==> src/rtl/gf180mcu_fd_sc_mcu7t5v0__clkdiv_if.sv <==
// Control and status bundle for the programmable clock divider.
//   master : drives EN (run request), DIV (ratio), LD (load strobe);
//            observes Z (divided clock), TC (end-of-period pulse),
//            PEND (ratio waiting to apply), RUNNING (RUN or STOPPING).
//   slave  : the divider itself.
interface gf180mcu_fd_sc_mcu7t5v0__clkdiv_if #(
  parameter int WIDTH = 4
);
  logic             EN;
  logic [WIDTH-1:0] DIV;
  logic             LD;
  logic             Z;
  logic             TC;
  logic             PEND;
  logic             RUNNING;

  modport master (output EN, DIV, LD, input Z, TC, PEND, RUNNING);
  modport slave  (input EN, DIV, LD, output Z, TC, PEND, RUNNING);
endinterface

==> src/rtl/gf180mcu_fd_sc_mcu7t5v0__clkdiv.sv <==
// Programmable 50%-duty clock divider. Z is a flop output with period
// 2*(div_q+1) CLK cycles. Ratio reloads take effect only at the Z falling
// edge (or on the next edge while idle); stopping always completes the
// current Z period.
//   CLK  : source clock, all state on the rising edge
//   RN   : asynchronous active-low reset
//   bus  : slave side of the control/status interface (EN, DIV, LD in;
//          Z, TC, PEND, RUNNING out)
// Build option: define GF180MCU_FD_SC_MCU7T5V0_CLKDIV_SYNC_EN to pass EN
// through a two-flop synchroniser (EN timing then shifts by two cycles).
//
// state       | meaning
// ------------+------------------------------------------------------
// ST_IDLE     | stopped, Z=0, cnt=0
// ST_RUN      | counting, EN requested
// ST_STOPPING | counting, EN dropped; returns to idle at next Z fall
module gf180mcu_fd_sc_mcu7t5v0__clkdiv #(
  parameter int WIDTH     = 4,
  parameter int RESET_DIV = 0
) (
  input logic                                      CLK,
  input logic                                      RN,
  gf180mcu_fd_sc_mcu7t5v0__clkdiv_if.slave         bus
);

  localparam logic [WIDTH-1:0] RESET_DIV_W = RESET_DIV[WIDTH-1:0];

  typedef enum logic [1:0] {
    ST_IDLE     = 2'd0,
    ST_RUN      = 2'd1,
    ST_STOPPING = 2'd2
  } state_t;

  state_t           state_q, state_d;
  logic [WIDTH-1:0] cnt_q, cnt_d;
  logic [WIDTH-1:0] div_q, div_d;
  logic [WIDTH-1:0] pend_div_q, pend_div_d;
  logic             pend_flag_q, pend_flag_d;
  logic             z_q, z_d;
  logic             tc_q, tc_d;

  logic             en_s;
  logic             counting;
  logic             wrap;
  logic             z_fall;
  logic             apply_edge;

`ifdef GF180MCU_FD_SC_MCU7T5V0_CLKDIV_SYNC_EN
  logic en_meta_q, en_sync_q;

  always_ff @(posedge CLK or negedge RN) begin
    if (!RN) begin
      en_meta_q <= 1'b0;
      en_sync_q <= 1'b0;
    end else begin
      en_meta_q <= bus.EN;
      en_sync_q <= en_meta_q;
    end
  end

  assign en_s = en_sync_q;
`else
  assign en_s = bus.EN;
`endif

  assign counting = (state_q != ST_IDLE);
  assign wrap     = (cnt_q == div_q);
  assign z_fall   = counting && wrap && z_q;
  // Period boundary while counting; while idle any pending ratio applies
  // on the next edge since no period is in progress.
  assign apply_edge = z_fall || ((state_q == ST_IDLE) && pend_flag_q);

  always_comb begin
    state_d     = state_q;
    cnt_d       = cnt_q;
    z_d         = z_q;
    tc_d        = 1'b0;
    div_d       = div_q;
    pend_div_d  = pend_div_q;
    pend_flag_d = pend_flag_q;

    case (state_q)
      ST_IDLE: begin
        cnt_d = '0;
        z_d   = 1'b0;
        if (en_s) state_d = ST_RUN;
      end
      ST_RUN: begin
        if (!en_s) state_d = ST_STOPPING;
      end
      ST_STOPPING: begin
        // A re-request wins over the stop so the clock continues seamlessly.
        if (en_s)        state_d = ST_RUN;
        else if (z_fall) state_d = ST_IDLE;
      end
      default: state_d = ST_IDLE;
    endcase

    if (counting) begin
      if (wrap) begin
        cnt_d = '0;
        z_d   = ~z_q;
      end else begin
        cnt_d = cnt_q + WIDTH'(1);
      end
    end

    tc_d = z_fall;

    if (apply_edge && bus.LD) begin
      div_d       = bus.DIV;
      pend_flag_d = 1'b0;
    end else if (apply_edge && pend_flag_q) begin
      div_d       = pend_div_q;
      pend_flag_d = 1'b0;
    end else if (bus.LD) begin
      pend_div_d  = bus.DIV;
      pend_flag_d = 1'b1;
    end
  end

  always_ff @(posedge CLK or negedge RN) begin
    if (!RN) begin
      state_q     <= ST_IDLE;
      cnt_q       <= '0;
      z_q         <= 1'b0;
      tc_q        <= 1'b0;
      div_q       <= RESET_DIV_W;
      pend_div_q  <= '0;
      pend_flag_q <= 1'b0;
    end else begin
      state_q     <= state_d;
      cnt_q       <= cnt_d;
      z_q         <= z_d;
      tc_q        <= tc_d;
      div_q       <= div_d;
      pend_div_q  <= pend_div_d;
      pend_flag_q <= pend_flag_d;
    end
  end

  assign bus.Z       = z_q;
  assign bus.TC      = tc_q;
  assign bus.PEND    = pend_flag_q;
  assign bus.RUNNING = counting;

endmodule
==> src/flat_wrapper.sv <==
// flat-port wrapper written by rule: the top's interface ports become plain ports
module gf180mcu_fd_sc_mcu7t5v0__clkdiv_flat 
#(
  parameter int WIDTH     = 4,
  parameter int RESET_DIV = 0
)
  (CLK, RN, bus_EN, bus_DIV, bus_LD, bus_Z, bus_TC, bus_PEND, bus_RUNNING);
  gf180mcu_fd_sc_mcu7t5v0__clkdiv_if #(.WIDTH(WIDTH)) bus_i ();
  input logic CLK;
  input logic RN;
  input wire logic [$bits(bus_i.EN)-1:0] bus_EN;
  input wire logic [$bits(bus_i.DIV)-1:0] bus_DIV;
  input wire logic [$bits(bus_i.LD)-1:0] bus_LD;
  output wire logic [$bits(bus_i.Z)-1:0] bus_Z;
  output wire logic [$bits(bus_i.TC)-1:0] bus_TC;
  output wire logic [$bits(bus_i.PEND)-1:0] bus_PEND;
  output wire logic [$bits(bus_i.RUNNING)-1:0] bus_RUNNING;
  assign bus_i.EN = bus_EN;
  assign bus_i.DIV = bus_DIV;
  assign bus_i.LD = bus_LD;
  assign bus_Z = bus_i.Z;
  assign bus_TC = bus_i.TC;
  assign bus_PEND = bus_i.PEND;
  assign bus_RUNNING = bus_i.RUNNING;
  gf180mcu_fd_sc_mcu7t5v0__clkdiv #(.WIDTH(WIDTH), .RESET_DIV(RESET_DIV)) u_core (.CLK(CLK), .RN(RN), .bus(bus_i));
endmodule
==> config.mk <==
export PLATFORM = sky130hd
export DESIGN_NAME = gf180mcu_fd_sc_mcu7t5v0__clkdiv_flat
export DESIGN_NICKNAME = d
export VERILOG_FILES = /design/src/rtl/gf180mcu_fd_sc_mcu7t5v0__clkdiv_if.sv /design/src/rtl/gf180mcu_fd_sc_mcu7t5v0__clkdiv.sv /design/src/flat_wrapper.sv
export SDC_FILE = /design/constraint.sdc
export NUM_CORES = 1
export LEC_CHECK = 0
export ABC_CLOCK_PERIOD_IN_PS = 1600
export BUFFER_PORTS_ARGS = -buffer_cell sky130_fd_sc_hd__buf_2
export CAP_MARGIN = 15
export CORE_UTILIZATION = 48
export DETAILED_ROUTE_END_ITERATION = 6
export HOLD_SLACK_MARGIN = 0.05
export PLACE_DENSITY = 0.74
export SYNTH_ARGS = -nofsm -noshare
export SYNTH_HDL_FRONTEND = slang
export SYNTH_SLANG_ARGS = --single-unit
==> constraint.sdc <==
create_clock -name CLK -period 1.6 [get_ports CLK]
set_input_delay 0.08 -clock CLK [delete_from_list [all_inputs] [get_ports CLK]]
set_output_delay 0.08 -clock CLK [all_outputs]
set_load 0.02 [all_outputs]
; Word level (Yosys, flattened, before mapping)
; Cells that the tools add are included.
[totals]
regBits = 17
[classes]
n_eq_ne = 6
n_reduce_logical = 13
muxes = 16
addsub = 1
bitwise_logic = 3
[ops]
columns = op, count
row1 = 4-bit two-way mux, 5
row2 = 2-bit two-way mux, 4
row3 = 1-bit two-way mux, 6
row4 = 2-bit one-hot mux with 3 select lines, 1
row5 = 3-bit AND reduction, 2
row6 = 2-bit nonzero test, 3
row7 = 1-bit logical AND, 5
row8 = 4-bit by 1-bit adder with 4-bit output (second input constant), 1
row9 = 4-bit == test, 1
row10 = 2-bit != test (second input constant), 2
row11 = 3-bit by 2-bit != test with 1-bit output (second input constant), 1
row12 = 1-bit NOT, 3
row13 = 3-bit nonzero test, 1
row14 = 2-bit by 1-bit == test with 1-bit output (second input constant), 1
row15 = 2-bit == test (second input constant), 1
row16 = 2-bit zero test, 1
row17 = 1-bit logical OR, 1

; Logic depth before layout (Yosys ltp)
; Gate-level depths: netlist of run 1.
[logic_depth]
word_depth = 7
mapped_depth = 5
mapped_depth_nobuf = 5

; Worst setup path before layout of run 1
; Ideal clock, no wire load.
[synth_path]
kind = register to register
startpoint = register u_core.state_q[0]
endpoint = register u_core.pend_div_q[0]
t_required_ps = 1472
path_stages_with_launch = 5
arrival_ps = 1468
slack_ps = 4
path_cell_list = dfrtp_1 > nor2_1 > inv_1 > a311oi_4 > mux2_1
[synth_via]
elab_chain_cells = 7
elab_cells_between_ends = 11
classes_between = 2 x bitwise / 9 x reduce/logical
[synth_rtl]
columns = element, line
row1 = from (decl), gf180mcu_fd_sc_mcu7t5v0__clkdiv.sv:34  ; state_t state_q, state_d;
row2 = from (signal assigned), gf180mcu_fd_sc_mcu7t5v0__clkdiv.sv:132  ; state_q <= state_d;
row3 = 2-bit nonzero test *, gf180mcu_fd_sc_mcu7t5v0__clkdiv.sv:66  ; assign counting = (state_q != ST_IDLE);
row4 = net bus_RUNNING, flat_wrapper.sv:17  ; output wire logic [$bits(bus_i.RUNNING)-1:0] bus_RUNNING;
row5 = 1-bit logical AND * (2 in series), gf180mcu_fd_sc_mcu7t5v0__clkdiv.sv:68  ; assign z_fall = counting && wrap && z_q;
row6 = 1-bit logical OR *, gf180mcu_fd_sc_mcu7t5v0__clkdiv.sv:71  ; assign apply_edge = z_fall || ((state_q == ST_IDLE) && pend_flag_q);
row7 = "1-bit logical AND, on equally long branches", "gf180mcu_fd_sc_mcu7t5v0__clkdiv.sv:110, gf180mcu_fd_sc_mcu7t5v0__clkdiv.sv:113"
row8 = 1-bit NOT (no line), n/a
row9 = 3-bit AND reduction (no line) *, n/a
row10 = to (signal assigned), gf180mcu_fd_sc_mcu7t5v0__clkdiv.sv:137  ; pend_div_q <= pend_div_d;
row11 = to (decl), gf180mcu_fd_sc_mcu7t5v0__clkdiv.sv:37  ; logic [WIDTH-1:0] pend_div_q, pend_div_d;
; Mark *: on every way through the listed nets, which the timed path passes. The rest lies on a longest branch.
; A chain may end at the register's enable or synchronous reset.

; Worst setup path after layout of run 1
[layout_path]
startpoint = register u_core.cnt_q[0]
endpoint = register u_core.state_q[1]
[layout_via]
elab_chain_cells = 5
[layout_rtl]
columns = element, line
row1 = from (decl), gf180mcu_fd_sc_mcu7t5v0__clkdiv.sv:35  ; logic [WIDTH-1:0] cnt_q, cnt_d;
row2 = from (signal assigned), gf180mcu_fd_sc_mcu7t5v0__clkdiv.sv:133  ; cnt_q <= cnt_d;
row3 = 4-bit == test, gf180mcu_fd_sc_mcu7t5v0__clkdiv.sv:67  ; assign wrap = (cnt_q == div_q);
row4 = 1-bit logical AND (2 in series), gf180mcu_fd_sc_mcu7t5v0__clkdiv.sv:68
row5 = 3-bit by 2-bit != test with 1-bit output (no line), n/a
row6 = 3-bit AND reduction (no line), n/a
; No other way between the ends.

==> run summary, run 1 <==
Failing checks - setup timing
Bufs on Longest Clock Path - 2
Core Footprint - 1520 um2
Final setup vio count - 2
Primary FF master, synth - dfrtp_1
Seq/Total Area, Yosys - 53.6%
Final instance area - 1050 um2
Synth top area cells - dfrtp_1 (54%), mux2_1 (5.7%), xor2_1 (5.5%)
Leading cell type by number of instances after synthesis - dfrtp_1
Synth area leader - dfrtp_1
Max IR drop VDD - 0.00112 V
Worst skew pair latency - 0.29 ns
Gpl congestion - 0.742
Clock share of power - 17.1%
Vias in the first global route - 556
Die X - 42.7 um
# DRC - 0
H-tree levels - 1
Nets - 102
Placed insts - 96
Slew margin rel. - 75.1%
Synth cell count leaders - dfrtp_1 (17), nor2_1 (7), xor2_1 (5)
All-Layer GR Usage - 18.3%
DR pass1 iterations - 3
Synth Instances - 63
Num Clock Sinks - 17
Clock slew at reported path FFs - 0.09 ns
PortBufs - 11
First-pass GRT wire length - 2.40 mm
Boundary Pins - 12
Leakage power - 0.474 nW
Hold Slack - 0.227 ns
EDFF count, synth - 0
Final Max Slew Viols - 0
Design Power - 0.00133 W
Number of vias per cell - 5.23
GRT overflow - 0
Endpoint class of the critical path - flop
Area of the die - 1820 um2
Yosys warns - 0
Critical path arrival - 1.82 ns
NetSw - 0.000453 W
Skew final - 0.00262 ns
Row count - 14
Outcome - finished, violations left
Top-area cell type share of the netlist area - 53.6%
Final Non-Filler Cells - 108
Mapped Area - 793 um2
Setup TNS - -0.0297 ns
Synth unique cells - 23
# diodes - 0
Iteration-0 DRC Markers - 6
Synth-to-layout area growth - 32.6%
Layout cells sized above 1 - 33.7%
HP Class - input pin to asynchronous set/reset pin
Die Height - 42.7 um
Detail Route Antenna Nets - 0
Pwr Density - 1260 nW/um2
Startpoint Class - flop
Worst Max-Slew Pin Slew - 0.373 ns
Crit Path Category - flop to flop
Via count - 565
CTS tree - built
CTS Buf Count - 3
Share of power burned in registers - 48.0%
Initial antenna violation count - 0
Clk root buf - clkbuf_4
Area after DPL - 916 um2
Fill count - 119
Drt total wl - 1.49 mm
Critical-path maximum fanout - 3
Worst path required time - 1.79 ns
Minimum clock period - 1.63 ns
Comb pwr share - 34.9%
#FFs+latches synth - 17
Fin crit share - 102%
Initial Utilization - 52.1%
Post-Syn Nets - 72
Largest net degree at the start of global routing - 18
Max-Cap Viols - 0
Sw Ratio - 34.1%
FFs w/ async S/R, synth - 100%
Dpl hpwl - 1.08 mm
Int Power - 0.000876 W
Routed len/inst - 13.8 um
Syn avg cell area - 12.6 um2
Top achievable clock speed - 614 MHz
Setup WS post-layout - -0.0287 ns
Final Hold Viols - 0
RSZ-0062 raised after global routing - yes
## per-stage QoR
stage / utilization [%] / worst slack, ns
after floorplan: - / 0.00430
after global placement: 60.1 / 0.0150
after detailed placement: 60.1 / -0.0226
after CTS: 65.1 / -0.0397
after global routing: 69.0 / -0.0730
final: 69.0 / -0.0287
## layer usage
layer | vias to the layer above | wire length (um) | GRT usage [%]
met1 | 270 | 636 | 21.6
met3 | 2 | 53 | 7.66
met5 | - | 0 | 0
li1 | 283 | - | -
met4 | 0 | 11 | 5.63
met2 | 10 | 788 | 30.0
## critical path, cell delays in order (launching register included)
cell	delay (ns)
dfrtp_1	0.43
xor2_2	0.20
nor4_4	0.34
buf_4	0.20
buf_4	0.12
nand2_1	0.07
a21o_1	0.17
## area by class of cell
type	count	area [um2]	area share (%)
well taps	16	20.0	1.90
clock buffers	4	26.3	2.50
inverters	3	11.3	1.07
flip-flops and latches	17	425	40.4
multi-input cells	42	384	36.5
repair buffers	26	185	17.6
## sequential cells by signal, summed over array words and instances (netlist names)
signal	count
u_core.bus.PEND	1
u_core.bus.TC	1
u_core.bus.Z	1
u_core.cnt_q	4
u_core.div_q	4
u_core.pend_div_q	4
u_core.state_q	2
## power groups by stage
stage / sequential [W] / clock, W / combinational (W)
after floorplan: 0.000629 / 0 / 0.000278
after global placement: 0.000620 / 0 / 0.000420
after detailed placement: 0.000628 / 0 / 0.000427
after CTS: 0.000621 / 0.000233 / 0.000438
after global routing: 0.000650 / 0.000248 / 0.000512
final: 0.000638 / 0.000228 / 0.000464
## cell families (layout without fill, tap and decap cells)
kind of cell | after synthesis | count (layout) | synth area share, %
buffers and inverters | 4 | 33 | 2.05
multiplexers | 4 | 4 | 5.68
adder cells (fa/ha/maj) | 1 | 1 | 1.58
XOR/XNOR | 7 | 7 | 7.73
AND/OR/NAND/NOR | 16 | 16 | 12.3
AO/OA/AOI/OAI | 14 | 14 | 17.0
flip-flops | 17 | 17 | 53.6
## layout by cell type, fill, tap and decap left out, drive strengths merged
cell	synthesis	final
a21boi	1	1
a21o	1	1
a21oi	1	1
a311oi	1	1
a31oi	1	1
and2	1	1
and3b	1	1
buf	1	19
clkbuf	0	4
dfrtp	17	17
dlygate4sd3	0	7
ha	1	1
inv	3	3
mux2	4	4
nand2	2	2
nand3	1	1
nor2	7	7
nor3b	2	2
nor4	1	1
o21a	1	1
o22a	4	4
o32a	4	4
or2	1	1
xnor2	2	2
xor2	5	5
## path summary, 6_finish.rpt
kind	start	end	slack (ns)	cells past startpoint
max in group asynchronous	RN	u_core.cnt_q[2]	1.10	2
hold / removal	RN	u_core.bus.PEND	0.23	2
setup reg to reg	u_core.cnt_q[0]	u_core.state_q[1]	-0.03	6
hold reg to reg	u_core.pend_div_q[3]	u_core.pend_div_q[3]	0.50	1
setup / recovery	u_core.cnt_q[0]	u_core.state_q[1]	-0.03	6
min in group CLK	u_core.pend_div_q[3]	u_core.pend_div_q[3]	0.50	1
## repair_timing
action	4_1_cts	5_1_grt
resized for setup	0	6
endpoints found under the setup margin	4	8
buffers inserted	0	1
pin swaps	0	3
hold buffers	5	2
endpoints found under the hold margin	22	2
Power figures use the tool's default switching activity.
==> run 2, diff against run 1 <==
RECOVER_POWER = 25   (was default)
==> run 2 against run 1 <==
  * The run still ends with setup timing left
  * Flip-flop and latch count is the same
  * Final cell count did not move
  * Wire length up 0.34%
  * Largest cell class unchanged
  * Largest power group unchanged
  * Highest routed layer unchanged
==> run summary, run 2 (synthesis results as in run 1) <==
Outcome - finished, violations left
Failing checks - setup timing
# DRC - 0 (unchanged)
Fin util - 69.0% (-0.082 points)
Slew margin rel. - 39.9% (-35 points)
Critical-path maximum fanout - 3 (unchanged)
CTS Buf Count - 3 (unchanged)
Initial antenna violation count - 0 (unchanged)
GRT overflow - 0 (unchanged)
Skew final - 0.00282 ns (+0.000199 ns)
Final setup vio count - 2 (unchanged)
Final Max Slew Viols - 0 (unchanged)
Via count - 570 (+0.88%)
Area of the die - 1820 um2 (unchanged)
Drt total wl - 1.50 mm (+0.34%)
RSZ-0062 raised after global routing - yes
Startpoint Class - flop
Clk root buf - clkbuf_4
Endpoint class of the critical path - flop
# diodes - 0 (unchanged)
Worst path required time - 1.79 ns (about the same)
Iteration-0 DRC Markers - 6 (unchanged)
Worst Max-Slew Pin Slew - 0.902 ns (+0.528 ns)
Die X - 42.7 um (unchanged)
Nets - 102 (unchanged)
Vias in the first global route - 556 (unchanged)
Layout cells sized above 1 - 32.6% (-1.1 points)
Worst skew pair latency - 0.29 ns (about the same)
Initial Utilization - 52.1% (unchanged)
CTS tree - built
Bufs on Longest Clock Path - 2 (unchanged)
Pwr Density - 1260 nW/um2 (+0.13%)
Routed len/inst - 13.8 um (+0.34%)
Fin crit share - 102% (-0.18 points)
Max IR drop VDD - 0.00112 V (about the same)
Fill count - 120 (+0.84%)
HP Class - input pin to asynchronous set/reset pin
H-tree levels - 1 (unchanged)
Top achievable clock speed - 615 MHz (+0.17%)
Crit Path Category - flop to flop
DR pass1 iterations - 3 (unchanged)
Placed insts - 96 (unchanged)
Boundary Pins - 12 (unchanged)
PortBufs - 11 (unchanged)
Number of vias per cell - 5.28 (+0.88%)
Core Footprint - 1520 um2 (unchanged)
Final Non-Filler Cells - 108 (unchanged)
Minimum clock period - 1.63 ns (-0.00284 ns)
Leakage power - 0.471 nW (-0.58%)
Gpl congestion - 0.742 (unchanged)
Num Clock Sinks - 17 (unchanged)
Final Hold Viols - 0 (unchanged)
Largest net degree at the start of global routing - 18 (unchanged)
Leading cell type in the layout, fill and taps excluded - dfrtp_1
Row count - 14 (unchanged)
Synth-to-layout area growth - 32.5%
First-pass GRT wire length - 2.40 mm (unchanged)
Setup WS post-layout - -0.0259 ns (+0.00284 ns)
Critical path arrival - 1.81 ns (about the same)
Setup TNS - -0.0275 ns (+0.00215 ns)
Dpl hpwl - 1.08 mm (unchanged)
All-Layer GR Usage - 18.3% (unchanged)
Highest-count cells in the layout ignoring fill and taps - dfrtp_1 (17), buf_2 (10), buf_4 (8), dlygate4sd3_1 (7), nor2_1 (6)
Die Height - 42.7 um (unchanged)
Biggest regs - u_core.cnt_q (4), u_core.div_q (4), u_core.pend_div_q (4)
Clock slew at reported path FFs - 0.10 ns (about the same)
Max-Cap Viols - 0 (unchanged)
Detail Route Antenna Nets - 0 (unchanged)
## run 2: cell types whose count changed in the layout (fill, tap and decap cells not counted)
cell,previous run,this run
clkbuf_1,1,2
buf_2,11,10
## run 2: final cells by class
type / count / area [um2] / share of cell area [%]
Sequential cell: 17 / 425 / 40.5
Inverter: 3 / 11.3 / 1.07
Multi-Input combinational cell: 42 / 384 / 36.5
Timing Repair Buffer: 26 / 184 / 17.5
Tap cell: 16 / 20.0 / 1.90
Clock buffer: 4 / 26.3 / 2.50
## run 2: layer usage
metal / GRT usage (%) / part of all wire (%) / up-vias
met1: 21.6 / 42 / 275
met4: 5.63 / 0.74 / 0
met5: 0 / 0 / -
li1: - / - / 283
met3: 7.66 / 3.5 / 2
met2: 30.0 / 54 / 10
## run 2: power breakdown
part,switching [W],total (W),internal [W]
registers,0.000103,0.000638,0.000534
clock network,0.000131,0.000228,0.0000969
logic,0.000220,0.000464,0.000244
total,0.000454,0.00133,0.000876
## run 2: through the flow
stage / worst slack (ns) / total power (W) / instance area, um2 / hold slack [ns]
2_1_floorplan: 0.00430 / 0.000907 / 793 / -0.216
3_3_place_gp: 0.0150 / 0.00104 / 916 / 0.0172
3_5_place_dp: -0.0226 / 0.00106 / 916 / 0.0158
4_1_cts: -0.0397 / 0.00129 / 992 / 0.0265
5_1_grt: -0.0730 / 0.00141 / 1050 / 0.522
6_report: -0.0259 / 0.00133 / 1050 / 0.422
## run 2: critical path, stage by stage, from the launching register on
cell     delay (ns)
dfrtp_1        0.43
xor2_2         0.20
nor4_4         0.34
buf_4          0.20
buf_4          0.12
nand2_1        0.07
a21o_1         0.17
## run 2: worst paths after layout
check                                     start              endpoint  slack (ns)  cells after the start
max                             u_core.cnt_q[0]     u_core.state_q[1]       -0.03                      6
min                                          RN       u_core.bus.PEND        0.42                      2
max reg2reg                     u_core.cnt_q[0]     u_core.state_q[1]       -0.03                      6
min reg2reg                u_core.pend_div_q[3]  u_core.pend_div_q[3]        0.50                      1
max in group asynchronous                    RN     u_core.state_q[0]        0.63                      2
min in group CLK           u_core.pend_div_q[3]  u_core.pend_div_q[3]        0.50                      1
## run 2: repair_timing
| action | CTS | global route |
|---|---|---|
| hold buffers | 5 | 2 |
| pin swaps | 0 | 3 |
| gates resized for setup | 0 | 6 |
| endpoints found under the setup margin | 4 | 8 |
| endpoints found under the hold margin | 22 | 2 |
| setup buffers | 0 | 1 |
==> run 3, diff against run 2 <==
ABC_CLOCK_PERIOD_IN_PS = 1900   (was 1600)
CORE_UTILIZATION = 57   (was 48)
PLACE_DENSITY = 0.82   (was 0.74)
clock period = 1.9 ns   (was 1.6 ns; I/O delays follow)
==> run 3 against run 2 <==
  * The flow now finishes without violations
  * Largest cell class unchanged
  * Critical path type unchanged
  * Clock-buffer cell count shrank 1
  * Register-to-register slack gained 0.22 ns
  * Fmax shrank 4.9%
  * Final cell count shrank 9.3%
  * Via count shrank 3.3%
  * Sequential power shrank 17%
  * Flip-flop and latch count is the same
  * Utilization grew 3.9 points
  * First-iteration DRC count grew 120%
  * Largest power group unchanged
  * Combinational power shrank 33%
==> run summary, run 3 (synthesis results as in run 1) <==
Clock share of power - 18.7% (+1.6 points)
All-Layer GR Usage - 22.2% (+3.9 points)
Hold Crit Depth - 2
Final Max Slew Viols - 0 (unchanged)
Outcome - finished, final reports clean
Leakage power - 0.424 nW (-10%)
Max IR drop VDD - 0.000559 V (-50%)
Final setup vio count - 0 (-2)
Die X - 39.3 um (-7.8%)
Nets - 93 (-8.8%)
Placed insts - 88 (-8.3%)
Worst Max-Slew Pin Slew - 0.876 ns (-0.0255 ns)
Sw Ratio - 34.3% (+0.22 points)
Fin crit share - 90.0% (-12 points)
Hold path startpoint - bus_EN
Initial Utilization - 61.0% (+8.9 points)
First-pass GRT wire length - 2.15 mm (-11%)
# diodes - 0 (unchanged)
PortBufs - 11 (unchanged)
Pwr Density - 1090 nW/um2 (-14%)
Initial antenna violation count - 0 (unchanged)
Largest net degree at the start of global routing - 18 (unchanged)
Minimum clock period - 1.71 ns (+0.0833 ns)
Final Non-Filler Cells - 98 (-9.3%)
Startpoint Class - flop
Worst path required time - 2.08 ns (+0.29 ns)
Worst r2r path cells - 4 (-2)
Highest-count cells in the layout ignoring fill and taps - dfrtp_1 (17), buf_2 (10), nor2_1 (7), dlygate4sd3_1 (6), xor2_1 (5)
Num Clock Sinks - 17 (unchanged)
CTS Buf Count - 3 (unchanged)
Die Height - 39.3 um (-7.8%)
NetSw - 0.000354 W (-22%)
Dpl hpwl - 1.05 mm (-2.4%)
RSZ-0062 raised after global routing - no
Biggest regs - u_core.cnt_q (4), u_core.div_q (4), u_core.pend_div_q (4)
Footprint of the multi-input gates - 352 um2 (-8.5%)
Endpoint class of the critical path - flop
Gates resized, CTS repair - 0 (unchanged)
Leading cell type in the layout, fill and taps excluded - dfrtp_1
Design Power - 0.00103 W (-22%)
Row count - 13 (-1)
Gpl congestion - 0.697 (-6.1%)
Area of the die - 1540 um2 (-15%)
Post-CTS Setup Bufs - 0 (unchanged)
Share of power burned in registers - 51.2% (+3.2 points)
Layout cells sized above 1 - 21.7% (-11 points)
Detail Route Antenna Nets - 0 (unchanged)
Drt total wl - 1.43 mm (-4.1%)
Critical path arrival - 1.89 ns (+0.08 ns)
Crit Path Category - flop to flop
Bufs on Longest Clock Path - 2 (unchanged)
HP Class - input pin to flop
Boundary Pins - 12 (unchanged)
Int Power - 0.000677 W (-23%)
Worst flop-to-flop path endpoint - u_core.pend_div_q[3]
# DRC - 0 (unchanged)
Clk root buf - clkbuf_4
Routed len/inst - 14.6 um (+5.7%)
FF-to-FF Start - u_core.cnt_q[0]
H-tree levels - 1 (unchanged)
Clock slew at reported path FFs - 0.10 ns (about the same)
Critical-path maximum fanout - 6 (+3)
Reg2Reg Setup Slack - 0.19 ns (+0.22 ns)
Register Area - 425 um2 (unchanged)
Vias in the first global route - 498 (-10%)
CTS tree - built
Setup TNS - 0 ns (+0.0275 ns)
Number of vias per cell - 5.62 (+6.5%)
Worst skew pair latency - 0.29 ns (about the same)
Iteration-0 DRC Markers - 13 (+7)
Comb pwr share - 30.1% (-4.8 points)
Fill count - 92 (-23%)
GRT overflow - 0 (unchanged)
Top achievable clock speed - 585 MHz (-4.9%)
DR pass1 iterations - 4 (+1)
Final Hold Viols - 0 (unchanged)
Synth-to-layout area growth - 19.6%
Skew final - 0.00268 ns (-0.000138 ns)
Via count - 551 (-3.3%)
Hold path endpoint - u_core.state_q[0]
Max-Cap Viols - 0 (unchanged)
Slew margin rel. - 41.6% (+1.7 points)
Core Footprint - 1300 um2 (-15%)
==> run 3: power by group through the flow <==
stage | registers [W] | clock network [W] | logic (W)
after floorplan | 0.000530 | 0 | 0.000234
after global placement | 0.000531 | 0 | 0.000295
after detailed placement | 0.000535 | 0 | 0.000304
after CTS | 0.000528 | 0.000197 | 0.000315
after global routing | 0.000542 | 0.000211 | 0.000340
final | 0.000528 | 0.000193 | 0.000310
==> run 3: worst max-delay path by stage <==
stage,from,end,slack (ns),depth (start not counted)
final,u_core.cnt_q[0],u_core.pend_div_q[3],0.19,4
after global routing,u_core.state_q[0],u_core.pend_div_q[0],0.09,4
after detailed placement,u_core.cnt_q[0],u_core.pend_div_q[3],0.20,4
after floorplan,u_core.state_q[0],u_core.pend_div_q[0],0.30,4
after CTS,u_core.cnt_q[0],u_core.pend_div_q[3],0.19,4
after global placement,u_core.div_q[1],u_core.pend_div_q[1],0.26,4
==> run 3: repair_timing <==
item,in CTS,in global routing
hold buffers,6,0
endpoints found under the hold margin,22,0
setup endpoints to repair,0,0
==> run 3: critical path, stage by stage (launching register included) <==
cell	delay, ns
dfrtp_1	0.43
xor2_1	0.18
nor4_4	0.45
a311oi_4	0.18
mux2_1	0.35
==> run 3: metrics by stage <==
step / utilization (%) / hold WS (ns) / setup WS (ns) / cell area (um2)
2_1_floorplan: - / -0.201 / 0.304 / 793
3_3_place_gp: 66.3 / 0.0272 / 0.260 / 862
3_5_place_dp: 66.3 / 0.0316 / 0.202 / 862
4_1_cts: 73.0 / 0.0663 / 0.194 / 950
5_1_grt: 72.9 / 0.0595 / 0.0858 / 948
6_report: 72.9 / 0.0682 / 0.191 / 948
==> run 3: metal layers <==
metal	part of all wire (%)	track usage, %	up-vias
met5	0	0	-
met4	1.5	10.3	0
met3	4.2	5.11	4
met2	51	36.7	19
met1	43	27.2	262
li1	-	-	266
==> run 3: final cells by class <==
cell class	instances	area share (%)
Tap cell	15	1.98
Clock buffer	3	2.37
Timing Repair Buffer	17	12.0
Sequential cell	17	44.9
Inverter	3	1.19
Clock inverter	1	0.528
Multi-Input combinational cell	42	37.1
